$ cat src/rtl/mtm_alu_serializer_if.sv
`default_nettype none
// ============================================================================
//  Module   : mtm_alu_serializer_if
//  Purpose  : Response handshake bundle between the ALU core / error
//             detector (master) and the output serializer (slave).
//  Signals  : in_valid      master->slave  response present
//             in_ready      slave->master  serializer idle, accepts response
//             in_c[31:0]    master->slave  ALU result C
//             in_flags[3:0] master->slave  {carry, overflow, zero, negative}
//             in_err_flags  master->slave  {ERR_DATA, ERR_CRC, ERR_OP}
//  Revision : 1.0  initial release
// ============================================================================
interface mtm_alu_serializer_if;
    logic        in_valid;
    logic        in_ready;
    logic [31:0] in_c;
    logic [3:0]  in_flags;
    logic [2:0]  in_err_flags;

    modport master (
        output in_valid,
        output in_c,
        output in_flags,
        output in_err_flags,
        input  in_ready
    );

    modport slave (
        input  in_valid,
        input  in_c,
        input  in_flags,
        input  in_err_flags,
        output in_ready
    );
endinterface
`default_nettype wire

$ cat src/rtl/mtm_alu_serializer.sv
`default_nettype none
// ============================================================================
//  Module   : mtm_alu_serializer
//  Purpose  : Serializes one ALU response onto the single-wire sout line as
//             11-bit frames {start 0, type, d[7:0], stop 1}, MSB first, one
//             bit per clk. A result is four DATA frames (C, MSB byte first)
//             followed by a CTL frame {0, flags, crc3}; an error is a single
//             CTL frame {1, err, err, parity}.
//  Ports    : clk    system clock, rising edge
//             rst_n  asynchronous active-low reset
//             bus    response handshake (slave side)
//             sout   serial output, idle high, registered
//             busy   high while a response is being transmitted
//  Revision : 1.0  initial release
// ============================================================================
module mtm_alu_serializer (
    input  wire logic         clk,
    input  wire logic         rst_n,
    mtm_alu_serializer_if.slave bus,
    output logic              sout,
    output logic              busy
);

    typedef enum logic [1:0] {
        ST_IDLE = 2'd0,
        ST_DATA = 2'd1,
        ST_CTL  = 2'd2,
        ST_ERR  = 2'd3
    } state_t;

    localparam logic [3:0] c_LAST_BIT  = 4'd10;
    localparam logic [1:0] c_LAST_BYTE = 2'd3;

    state_t      r_state;
    logic [31:0] r_c;
    logic [3:0]  r_flags;
    logic [2:0]  r_err;
    logic [2:0]  r_crc;
    logic [3:0]  r_bitcnt;
    logic [1:0]  r_byte;
    logic        r_sout;

    logic        w_accept;
    logic [2:0]  w_crc_in;
    logic [7:0]  w_data_byte;
    logic [7:0]  w_err_byte;
    logic [10:0] w_frame;
    logic        w_next_bit;

    // CRC3 over {C, 0, flags, 000}, MSB first, evaluated in parallel on the
    // inputs so the checksum is ready at the accept edge.
    function automatic logic [2:0] crc3_f(input logic [31:0] c, input logic [3:0] fl);
        logic [39:0] s;
        logic [2:0]  r;
        s = {c, 1'b0, fl, 3'b000};
        r = 3'b000;
        for (int i = 39; i >= 0; i--) begin
            r = {r[1], r[2] ^ r[0], r[2] ^ s[i]};
        end
        return r;
    endfunction

    assign w_accept = bus.in_valid && (r_state == ST_IDLE);
    assign w_crc_in = crc3_f(bus.in_c, bus.in_flags);

    always_comb begin
        w_data_byte = 8'h00;
        case (r_byte)
            2'd0:    w_data_byte = r_c[31:24];
            2'd1:    w_data_byte = r_c[23:16];
            2'd2:    w_data_byte = r_c[15:8];
            default: w_data_byte = r_c[7:0];
        endcase
    end

    // Trailing bit makes the byte's ones count even.
    assign w_err_byte = {1'b1, r_err, r_err, ^{1'b1, r_err, r_err}};

    // Frame currently on the line; bit 10 is the start bit.
    always_comb begin
        w_frame = 11'h7FF;
        case (r_state)
            ST_DATA: w_frame = {1'b0, 1'b0, w_data_byte, 1'b1};
            ST_CTL:  w_frame = {1'b0, 1'b1, 1'b0, r_flags, r_crc, 1'b1};
            ST_ERR:  w_frame = {1'b0, 1'b1, w_err_byte, 1'b1};
            default: w_frame = 11'h7FF;
        endcase
    end

    // r_bitcnt names the bit being driven now; the next one is frame bit
    // index (10 - (r_bitcnt + 1)). Only used while r_bitcnt < 10.
    assign w_next_bit = w_frame[4'd9 - r_bitcnt];

    always_ff @(posedge clk or negedge rst_n) begin
        if (!rst_n) begin
            r_state  <= ST_IDLE;
            r_c      <= 32'h0;
            r_flags  <= 4'h0;
            r_err    <= 3'h0;
            r_crc    <= 3'h0;
            r_bitcnt <= 4'd0;
            r_byte   <= 2'd0;
            r_sout   <= 1'b1;
        end else begin
            case (r_state)
                ST_IDLE: begin
                    r_sout <= 1'b1;
                    if (w_accept) begin
                        r_c      <= bus.in_c;
                        r_flags  <= bus.in_flags;
                        r_err    <= bus.in_err_flags;
                        r_crc    <= w_crc_in;
                        r_bitcnt <= 4'd0;
                        r_byte   <= 2'd0;
                        r_sout   <= 1'b0;
                        r_state  <= (bus.in_err_flags == 3'b000) ? ST_DATA : ST_ERR;
                    end
                end
                ST_DATA: begin
                    if (r_bitcnt == c_LAST_BIT) begin
                        // Frames run back-to-back: next start bit follows the stop bit.
                        r_bitcnt <= 4'd0;
                        r_sout   <= 1'b0;
                        if (r_byte == c_LAST_BYTE) begin
                            r_byte  <= 2'd0;
                            r_state <= ST_CTL;
                        end else begin
                            r_byte <= r_byte + 2'd1;
                        end
                    end else begin
                        r_bitcnt <= r_bitcnt + 4'd1;
                        r_sout   <= w_next_bit;
                    end
                end
                ST_CTL, ST_ERR: begin
                    if (r_bitcnt == c_LAST_BIT) begin
                        r_bitcnt <= 4'd0;
                        r_sout   <= 1'b1;
                        r_state  <= ST_IDLE;
                    end else begin
                        r_bitcnt <= r_bitcnt + 4'd1;
                        r_sout   <= w_next_bit;
                    end
                end
                default: begin
                    r_state <= ST_IDLE;
                    r_sout  <= 1'b1;
                end
            endcase
        end
    end

    assign bus.in_ready = (r_state == ST_IDLE);
    assign busy         = (r_state != ST_IDLE);
    assign sout         = r_sout;

endmodule
`default_nettype wire

$ cat src/flat_wrapper.sv
// flat-port wrapper written by rule: the top's interface ports become plain ports
module mtm_alu_serializer_flat 
  (clk, rst_n, sout, busy, bus_in_valid, bus_in_c, bus_in_flags, bus_in_err_flags, bus_in_ready);
  mtm_alu_serializer_if bus_i ();
  input  wire logic clk;
  input  wire logic rst_n;
  output logic sout;
  output logic busy;
  input wire logic [$bits(bus_i.in_valid)-1:0] bus_in_valid;
  input wire logic [$bits(bus_i.in_c)-1:0] bus_in_c;
  input wire logic [$bits(bus_i.in_flags)-1:0] bus_in_flags;
  input wire logic [$bits(bus_i.in_err_flags)-1:0] bus_in_err_flags;
  output wire logic [$bits(bus_i.in_ready)-1:0] bus_in_ready;
  assign bus_i.in_valid = bus_in_valid;
  assign bus_i.in_c = bus_in_c;
  assign bus_i.in_flags = bus_in_flags;
  assign bus_i.in_err_flags = bus_in_err_flags;
  assign bus_in_ready = bus_i.in_ready;
  mtm_alu_serializer u_core (.clk(clk), .rst_n(rst_n), .bus(bus_i), .sout(sout), .busy(busy));
endmodule
$ cat config.mk
export PLATFORM = sky130hd
export DESIGN_NAME = mtm_alu_serializer_flat
export DESIGN_NICKNAME = d
export VERILOG_FILES = /design/src/rtl/mtm_alu_serializer_if.sv /design/src/rtl/mtm_alu_serializer.sv /design/src/flat_wrapper.sv
export SDC_FILE = /design/constraint.sdc
export NUM_CORES = 1
export LEC_CHECK = 0
export ABC_AREA = 1
export CORE_UTILIZATION = 62
export CTS_CLUSTER_DIAMETER = 150
export DETAILED_ROUTE_END_ITERATION = 12
export GPL_ROUTABILITY_DRIVEN = 0
export GPL_TIMING_DRIVEN = 0
export HOLD_SLACK_MARGIN = 0.15
export PLACE_DENSITY = 0.87
export SYNTH_ARGS = -nofsm -noshare
export SYNTH_HDL_FRONTEND = slang
export SYNTH_SLANG_ARGS = --single-unit
$ cat constraint.sdc
create_clock -name clk -period 4.17 [get_ports clk]
set_input_delay 0.834 -clock clk [delete_from_list [all_inputs] [get_ports clk]]
set_output_delay 0.834 -clock clk [all_outputs]
set_load 0.01 [all_outputs]
==> results.py, run 1 <==
metrics = {
    "logic_synthesis": {
        "synthMuxAreaShare_pct": 0,
        "synth.most_common_cell": "nand2_1",
        "post_synth_instance_area_um2": 4010,
        "synth-main-ff-cell": "dfrtp_1",
        "synth_adder_area_share_pct": 2.50,
        "synth-seq-cells": 51,
        "postSynth.asyncResetShare_pct": 100,
        "synth-compound-area-share_pct": 10.1,
        "postSynthNetCount": 671,
        "synth_common_cells": "239 x nand2_1, 97 x nand3_1, 57 x inv_1",
        "synth_top_family_by_area": "simple AND/OR/NAND/NOR gates",
        "synth.top_cells.by_area": "dfrtp_1 31%, nand2_1 22%, nand3_1 12%, o21ai_0 5.9%, inv_1 5.3%",
        "seq_area_frac_synth_pct": 31.9,
        "synth_simple_gate_area_share_pct": 45.1,
        "ys_warn_count": 0,
        "edff_count_synth": 0,
        "postSynthAreaPerCell_um2": 6.46,
        "yosys.area_share.xor_xnor_pct": 2.62,
        "yosys.area.top_type_share_pct": 31.2,
        "netlist-cell-type-count": 29,
        "number_of_standard_cells_after_synthesis": 621,
        "synth_top_cell_by_area": "dfrtp_1",
    },
    "status": {
        "tool.error": "[ERROR DPL-0038] Utilization greater than 100%, impossible to legalize",
        "status": "did not finish",
        "failing_step": "global routing (5_1_grt)",
    },
    "cts": {
        "cts_buffer_depth": 2,
        "clock-sinks": 51,
        "cts-hold-fix-buffers": 0,
        "clockRootBuffer": "clkbuf_8",
        "cts_made_buffers": 5,
        "clock_tree.htree_level_count": 2,
    },
    "placed_design": {
        "place.port_buffers": 44,
        "dpl_cell_area_um2": 4570,
        "place_inst": 741,
        "place.detailed.hpwl_um": 7870,
    },
    "timing": {
        "worstEndpointGrtRepair": "u_core.r_crc[1]$_DFFE_PN0P_/D",
        "worstEndpointType": "sequential cell input",
    },
    "grt": {
        "grt_max_degree": 30,
    },
    "floorplan": {
        "floorplan.initialDensity_pct": 65.8,
        "fp.dieW_um": 82.4,
        "core.rowCount": 28,
        "io_pins": 45,
        "die_h_um": 82.4,
    },
}
cell families after synthesis:
family / count (synthesis)
xor+xnor: 8
fa+ha+maj: 8
buf+inv: 84
compound gates: 73
flops: 51
simple gates: 397
metrics by stage:
step,setup slack (ns),TNS (ns)
after floorplan,0.159,0
after global placement,-0.770,-2.06
after detailed placement,-1.05,-2.85
after CTS,-0.178,-0.332
what timing repair did:
item	in CTS
endpoints found under the setup margin	3
gates cloned	0
pin swaps	83
setup buffers	9
gates resized for setup	212
==> run 2, diff against run 1 <==
--- a/config.mk
+++ b/config.mk
@@ -6,13 +6,11 @@
 export NUM_CORES = 1
 export LEC_CHECK = 0
 export ABC_AREA = 1
-export CORE_UTILIZATION = 62
-export CTS_CLUSTER_DIAMETER = 150
+export CORE_UTILIZATION = 40
 export DETAILED_ROUTE_END_ITERATION = 12
 export GPL_ROUTABILITY_DRIVEN = 0
 export GPL_TIMING_DRIVEN = 0
-export HOLD_SLACK_MARGIN = 0.15
-export PLACE_DENSITY = 0.87
+export PLACE_DENSITY_LB_ADDON = 0.15
 export SYNTH_ARGS = -nofsm -noshare
 export SYNTH_HDL_FRONTEND = slang
 export SYNTH_SLANG_ARGS = --single-unit
==> run 2 against run 1 <==
- the flow now finishes, with violations (negative setup slack)
- synthesized cell count is the same
- area after synthesis is the same
==> results.py, run 2 <==
metrics = {
    "status": {
        "status": "finished, violations left",
        "failed_checks": "negative setup slack",
    },
    "logic_synthesis": {
        "synth-main-ff-cell": "dfrtp_1",
        "postSynth.asyncResetShare_pct": 100,
        "postSynthNetCount": 671,
        "synth.most_common_cell": "nand2_1",
        "edff_count_synth": 0,
        "postSynthAreaPerCell_um2": 6.46,
        "synth-seq-cells": 51,
        "number_of_standard_cells_after_synthesis": 621,
        "synth_top_cell_by_area": "dfrtp_1",
        "seq_area_frac_synth_pct": 31.9,
        "synth_common_cells": "239 x nand2_1, 97 x nand3_1, 57 x inv_1",
        "yosys.area.top_type_share_pct": 31.2,
        "synth.top_cells.by_area": "dfrtp_1 31%, nand2_1 22%, nand3_1 12%, o21ai_0 5.9%, inv_1 5.3%",
        "ys_warn_count": 0,
        "post_synth_instance_area_um2": 4010,
        "netlist-cell-type-count": 29,
    },
    "timing": {
        "setup-violations-final": 3,
        "finalCritPeriodShare_pct": 106,
        "final.setup.worst_slack_ns": -0.240,
        "fmax_mhz": 227,
        "grt_setup_unrepaired": "true",
        "fin_skew_ns": 0.00742,
        "final_critical_delay_including_setup_and_external_delays_ns": 4.41,
        "finalHoldViolCount": 0,
        "worstMarginPinSlew_ns": 0.652,
        "slew_headroom_pct": 56.4,
        "final-max-slew-violation-count": 0,
    },
    "hold_path": {
        "holdCritPathClass": "primary input to async pin",
    },
    "finish": {
        "design_area_um2": 6120,
        "final_cell_count_no_fill": 843,
        "syn_to_final_growth_pct": 52.7,
        "post-route-util_pct": 62.9,
        "largest_register_ffs": 32,
        "registers.top_by_ff_count": "u_core.r_c",
        "drive_gt1_share_pct": 37.7,
        "number_of_antenna_diodes": 0,
        "mostFrequentLayoutCells": "143 x nand2_1, 67 x nand2_4, 61 x nand2_2",
        "final_common_cell": "nand2_1",
        "layout.nets": 759,
        "reg.largest.list": "u_core.r_c x32, u_core.r_bitcnt x4, u_core.r_flags x4",
    },
    "cts": {
        "cts_buffer_depth": 2,
        "clkSlewWorstSetupHoldPaths_ns": 0.09,
        "cts-hold-fix-buffers": 0,
        "clock-sinks": 51,
        "clock_tree.htree_level_count": 2,
        "cts_made_buffers": 5,
        "clockRootBuffer": "clkbuf_8",
        "cts_tree": "done",
        "insertion_delay_of_the_later_clocked_pin_in_the_worst_skew_pair_ns": 0.30,
    },
    "setup_path": {
        "worst-setup-path-type": "primary input to register",
        "reg2reg_slack_ns": 1.49,
        "timing.critical_path.to_type": "register",
        "r2r_cells": 7,
        "crit_path_top_delay_cell": "clkdlybuf4s15_1",
        "worst-endpoint-arrival_ns": 4.65,
        "critPathMaxStageDelay_ns": 0.22,
        "critical_path.reg2reg.endpoint": "u_core.r_flags[2]",
        "critical_path.max_fanout": 5,
        "critical_path.startpoint_type": "primary input",
        "worstReg2RegStart": "u_core.r_state[1]",
        "worst_path_most_repeated_cell": "nand2_4",
        "worstPathRequired_ns": 4.41,
    },
    "floorplan": {
        "die-area_um2": 10400,
        "fp.dieW_um": 102,
        "floorplan.initialDensity_pct": 41.2,
        "io_pins": 45,
        "core.rowCount": 36,
        "core_area_um2": 9730,
        "die_h_um": 102,
    },
    "grt": {
        "overflow": 0,
        "grt_max_degree": 41,
        "first_pass_grt_wire_length_um": 18700,
        "grt_antenna_before_repair": 0,
        "first_global_vias": 4221,
        "grtUsageTotal_pct": 22.8,
    },
    "route": {
        "num_vias": 4460,
        "dr.pass1.iters": 4,
        "drt-initial-drc-count": 196,
        "route.detailed.wl_per_inst_um": 14.7,
        "dr_wl_met2_um": 6700,
        "routed_via_density": 5.29,
        "sum_of_routed_wire_segments_on_met1_um": 5140,
        "final_antenna_net_count": 0,
        "drt_wl_total_um": 12400,
        "routed.top_layer": "met4",
        "drcViolationCount": 0,
        "detailroute.wirelength.met3_um": 330,
    },
    "power": {
        "post-layout-total-power_uw": 3910,
        "power_density_nw_per_um2": 639,
        "largest_vdd_supply_drop_v": 0.000251,
        "power.leakage_uw": 0.00307,
    },
    "placed_design": {
        "place_ws_ns": -1.01,
        "place.detailed.hpwl_um": 8110,
        "dpl_cell_area_um2": 4630,
        "place.port_buffers": 44,
        "place_inst": 799,
    },
    "job": {
        "max-cap-violations": 0,
    },
}
[run 2: cell counts after synthesis]
No cell type changed its count.
[run 2: logic make-up after synthesis]
group / synth area share (%)
buffers and inverters: 7.86
adder cells (fa/ha/maj): 2.50
flip-flops: 31.9
AO/OA/AOI/OAI: 10.1
AND/OR/NAND/NOR: 45.1
XOR/XNOR: 2.62
[run 2: power by group]
part	internal, uW	switching, uW	leakage, uW	total, uW
Combinational	965	1650	0.00238	2610
Clock	194	168	0.0000612	363
Sequential	750	185	0.000629	935
Total	1910	2000	0.00307	3910
[run 2: worst max-delay path by stage]
| stage | start | endpoint |
|---|---|---|
| after floorplan | bus_in_c[29] | u_core.r_crc[1] |
| after global placement | bus_in_c[31] | u_core.r_crc[1] |
| after detailed placement | bus_in_c[30] | u_core.r_crc[1] |
| after CTS | bus_in_c[26] | u_core.r_crc[1] |
| after global routing | bus_in_c[26] | u_core.r_crc[1] |
| final | bus_in_c[26] | u_core.r_crc[1] |
[run 2: critical path, delay by kind of cell]
family                 cells  cell delay, ns
AND/OR/NAND/NOR           33            2.93
buffers and inverters      6            0.67
XOR/XNOR                   1            0.22
[run 2: what timing repair did]
item                                    CTS  global route
setup buffers                            36             1
endpoints found under the setup margin    3             4
pin swaps                                54            61
gates resized for setup                 162           139
[run 2: final cells by class]
class | instances | area, um2
well taps | 133 | 166
fillers | 874 | 3610
repair buffers | 81 | 739
plain buffers | 12 | 45.0
inverters | 72 | 300
clock inverters | 2 | 35.0
multi-input cells | 486 | 3480
flip-flops and latches | 51 | 1280
clock buffers | 6 | 82.6
[run 2: metal layers]
metal / up-vias / track usage (%)
met2: 79 / 42.4
met5: - / 0
met3: 27 / 3.01
met1: 2162 / 27.2
met4: 0 / 6.92
li1: 2192 / -
[run 2: per-stage QoR]
stage	hold WS (ns)	setup TNS [ns]
floorplan	0.442	0
global placement	0.458	-2.23
detailed placement	0.463	-2.79
CTS	0.404	-0.0848
global route	0.418	-1.17
finish	0.396	-0.490
Note: power is estimated with default switching activity, not from simulation.
